$ cat src/rtl/fifo_wr_arb.sv
// fifo_wr_arb: round-robin arbiter sharing one FIFO write port among NREQ bursting requesters
module fifo_wr_arb #(
  parameter int DSIZE = 8,
  parameter int NREQ = 4,
  parameter int BURST = 4
) (
  input  logic                  wclk,
  input  logic                  wrst,
  input  logic [NREQ-1:0]       req,
  input  logic [NREQ*DSIZE-1:0] req_data,
  output logic [NREQ-1:0]       ack,
  output logic [NREQ-1:0]       grant,
  output logic                  winc,
  output logic [DSIZE-1:0]      wdata,
  input  logic                  wfull,
  input  logic                  afull,
  output logic                  busy
);
  localparam int PW = $clog2(NREQ);
  localparam int CW = $clog2(BURST + 1);
  localparam logic [0:0] IDLE = 1'b0, XFER = 1'b1;
  logic [0:0] state;
  logic [PW-1:0] ptr, owner, pick, idx;
  logic [CW-1:0] cnt;
  logic can_write, take, last;
  assign can_write = !wfull && !(afull && winc);
  assign busy = state == XFER;
  assign take = busy && req[owner] && can_write;
  assign ack = take ? NREQ'(1) << owner : '0;
  assign last = !req[owner] || (take && cnt + 1'b1 == CW'(BURST));
  always_comb begin
    pick = ptr;
    idx = '0;
    for (int i = NREQ - 1; i >= 0; i--) begin
      idx = PW'((int'(ptr) + i) % NREQ);
      if (req[idx]) pick = idx;
    end
  end
  always_ff @(posedge wclk) begin
    if (wrst) begin
      state <= IDLE;
      ptr <= '0;
      owner <= '0;
      grant <= '0;
      cnt <= '0;
      winc <= 1'b0;
      wdata <= '0;
    end else if (state == IDLE) begin
      winc <= 1'b0;
      if (|req) begin
        state <= XFER;
        owner <= pick;
        grant <= NREQ'(1) << pick;
        cnt <= '0;
      end
    end else begin
      winc <= take;
      if (take) begin
        wdata <= req_data[owner*DSIZE +: DSIZE];
        cnt <= cnt + 1'b1;
      end
      if (last) begin
        state <= IDLE;
        grant <= '0;
        ptr <= owner == PW'(NREQ - 1) ? '0 : owner + 1'b1;
      end
    end
  end
endmodule

$ cat config.mk
export PLATFORM = sky130hd
export DESIGN_NAME = fifo_wr_arb
export DESIGN_NICKNAME = d
export VERILOG_FILES = /design/src/rtl/fifo_wr_arb.sv
export SDC_FILE = /design/constraint.sdc
export NUM_CORES = 1
export LEC_CHECK = 0
export BUFFER_PORTS_ARGS = -buffer_cell sky130_fd_sc_hd__buf_4
export CAP_MARGIN = 20
export CORE_MARGIN = 4
export CORE_UTILIZATION = 46
export CTS_CLUSTER_DIAMETER = 200
export DETAILED_ROUTE_END_ITERATION = 6
export HOLD_SLACK_MARGIN = 0.08
export PLACE_DENSITY_LB_ADDON = 0.12
export RECOVER_POWER = 100
export SKIP_LAST_GASP = 1
export SLEW_MARGIN = 20
export SYNTH_ARGS = -nofsm -noshare
export SYNTH_HDL_FRONTEND = slang
export SYNTH_SLANG_ARGS = --single-unit
$ cat constraint.sdc
create_clock -name wclk -period 2.19 [get_ports wclk]
set_clock_uncertainty 0.05 [all_clocks]
set_input_delay 0.219 -clock wclk [delete_from_list [all_inputs] [get_ports wclk]]
set_output_delay 0.219 -clock wclk [all_outputs]
set_load 0.01 [all_outputs]
==> impl_metrics.yaml <==
synthesis:
  ys_seq_area_share_pct: 34.3
  synthTopCellsByArea: "dfxtp_1 (34%), mux4_2 (15%), mux2i_1 (9.0%), ha_1 (6.1%), a21oi_1 (4.1%)"
  synth_area_mm2: 0.00123
  synth.distinct_cells: 28
  syn_avg_cell_area_um2: 9.89
  yosys_register_bits: 21
  syn_nets: 170
  synth_top_area_share_pct: 34.3
  yosysWarnings: 0
  synth_top_area_cell: "dfxtp_1"
  syn_inst: 124
clocking:
  htree_num_levels: 1
  tritoncts: "yes"
  cts_buffers: 3
  cts_buffer_depth: 2
  hold_buffers: 0
  cts_sinks: 21
  cts_root_buf: "clkbuf_4"
  clock_latency_ps: 310
  clkTransAtPathRegs_ps: 130
global_route:
  grt_antenna_before_repair: 0
  grt_pass1_wl_um: 4880
  grt-ovfl-total: 0
  grt_use_total_pct: 18.2
  grt_pass1_vias: 1140
  grt_start_max_net_pins: 22
drt:
  antenna_left: 0
  drt_wl_total_um: 2980
  drc: 0
  routedWlPerCell_um: 13.9
  initialDrtViolationCount: 33
  vias_per_cell: 5.43
  vias: 1162
  drt_pre_antenna_iters: 4
worst_hold_path:
  min_path_cells: 2
  hold_class: "in2reg"
  whs_endpoint: "grant[1]"
  hp-start: "wrst"
worst_setup_path:
  arrival_ps: 1810
  cp-start-kind: "flop"
  r2r_start: "cnt[0]"
  cp_slowest_cell: "dfxtp_2"
  end_kind: "output pin"
  crit_buf_inv: 2
  cp.required_ps: 1920
  cp_max_fo: 17
  reg2reg_slack_ps: 390
  crit_path_max_incr_delay_ps: 370
  cp_cell_sequence: "mux2i_1 > mux2_4 > nor4b_4 > buf_6 > and2_0 > buf_4"
  crit_type: "reg2out"
  r2r-end: "ptr[1]"
  crit_family: "multiplexers"
  r2r_cells: 7
floorplan:
  dieArea_mm2: 0.00356
  rows: 18
  core_mm2: 0.00250
  fp.dieH_um: 59.6
  initial_core_util_pct: 49.0
  io_pins: 58
  die_w_um: 59.6
sta:
  period_share_pct: 95.1
  fin_tns_setup_ps: 0
  tightest_slew_ps: 420
  clock.fmax_mhz: 480
  min_period_ps: 2080
  relSlewSlack_pct: 71.8
  hold_ws_ps: 176
  setup_ws_ps: 108
  report.final.slew_viol_count: 0
  rsz0062_at_grt: "false"
  finalSetupViolations: 0
  finalHoldViolCount: 0
finish:
  insertedDiodeCount: 0
  drive_above_1_share_pct: 35.3
  num-fill-cells: 228
  stdcell_count: 214
  finalNetCount: 231
  syn2layout_area_growth_pct: 36.6
place:
  dp_hpwl_um: 2340
  gp_congestion: 0.750
  placed_cells: 210
  place_ws_ps: 362
  port_buffers: 57
run_status:
  status: "finished, final reports clean"
power:
  power_density_mw_per_mm2: 500
  ir_worst_vdd_v: 0.000393
  cellLeakagePower_uw: 0.000712
run:
  drv_cap: 0
## flip-flops by register name, indices dropped and copies added (netlist names)
register	cells
busy	1
cnt	3
grant	4
owner	2
ptr	2
wdata	8
winc	1
## cells by family after synthesis
| group | after synthesis | synth area share, % |
|---|---|---|
| buffers and inverters | 11 | 3.98 |
| AOI/OAI and AO/OA | 15 | 6.84 |
| muxes | 22 | 26.7 |
| and+or+nand+nor | 49 | 22.0 |
| DFF | 21 | 34.3 |
| adders and majority gates | 6 | 6.12 |
## repair_timing
action                     in CTS  in global routing
setup endpoints to repair       0                  4
resized for setup               0                  2
setup buffers                   0                  0
## layout by cell type (no fill, tap or decap), types with 3 or more instances in the layout
cell,count
a21oi_1,10
and2_1,3
buf_4,46
clkbuf_1,15
clkbuf_4,3
dfxtp_1,20
ha_1,6
inv_1,5
mux2i_1,11
mux4_2,8
nand2_1,10
nand3_1,5
nand3b_1,3
nor2_1,13
nor2b_1,4
o21ai_0,3
## cell type report
cell class / instances / area (um^2) / area share, %
sequential: 21 / 422 / 25.2
clock inverter: 1 / 5.00 / 0.299
timing repair buffer: 62 / 413 / 24.6
inverter: 5 / 18.8 / 1.12
clock buffer: 3 / 22.5 / 1.34
tap: 30 / 37.5 / 2.24
multi-input combinational: 92 / 757 / 45.2
## metal layers
layer  GRT usage, %  vias to the layer above  part of all wire, %
met4           3.80                        0                 0.47
met1           19.7                      552                   38
met3           5.23                        2                  7.9
met5              0                        -                    0
met2           34.6                       44                   53
li1               -                      564                    -
## synthesized netlist by cell type, drive strengths merged
cell and n:
dfxtp 21, nor2 13, mux2i 11, a21oi 10, nand2 10, mux4 8
ha 6, and2 5, clkbuf 5, inv 5, nand3 5, nor2b 4
mux2 3, nand3b 3, o21ai 3, or3 2, a211o 1, and3b 1
and4b 1, buf 1, nor3 1, nor4 1, nor4b 1, o211a 1
or2 1, or4 1
## stage by stage
| step | area [um^2] | util [%] | total power [uW] |
|---|---|---|---|
| after global placement | 1700 | 68.0 | 662 |
| after global routing | 1680 | 67.0 | 885 |
| after detailed placement | 1700 | 68.0 | 669 |
| after CTS | 1730 | 69.1 | 859 |
| after floorplan | 1230 | - | 557 |
| final | 1680 | 67.0 | 838 |
## how the worst max path moves through the flow
| stage | endpoint | startpoint | cells past startpoint | slack, ps |
|---|---|---|---|---|
| final | ack[2] | owner[0] | 6 | 110 |
| after global routing | ack[2] | owner[0] | 6 | 20 |
| after CTS | ack[2] | owner[0] | 6 | 9 |
| after detailed placement | cnt[2] | owner[0] | 6 | 360 |
| after global placement | ack[3] | owner[0] | 6 | 430 |
| after floorplan | ack[0] | owner[0] | 5 | 270 |
## power by group
group / total [uW] / switching [uW] / internal (uW)
clock: 190 / 122 / 68.1
combinational: 231 / 102 / 128
sequential: 417 / 14.4 / 403
total: 838 / 239 / 599
Power figures use the tool's default switching activity.
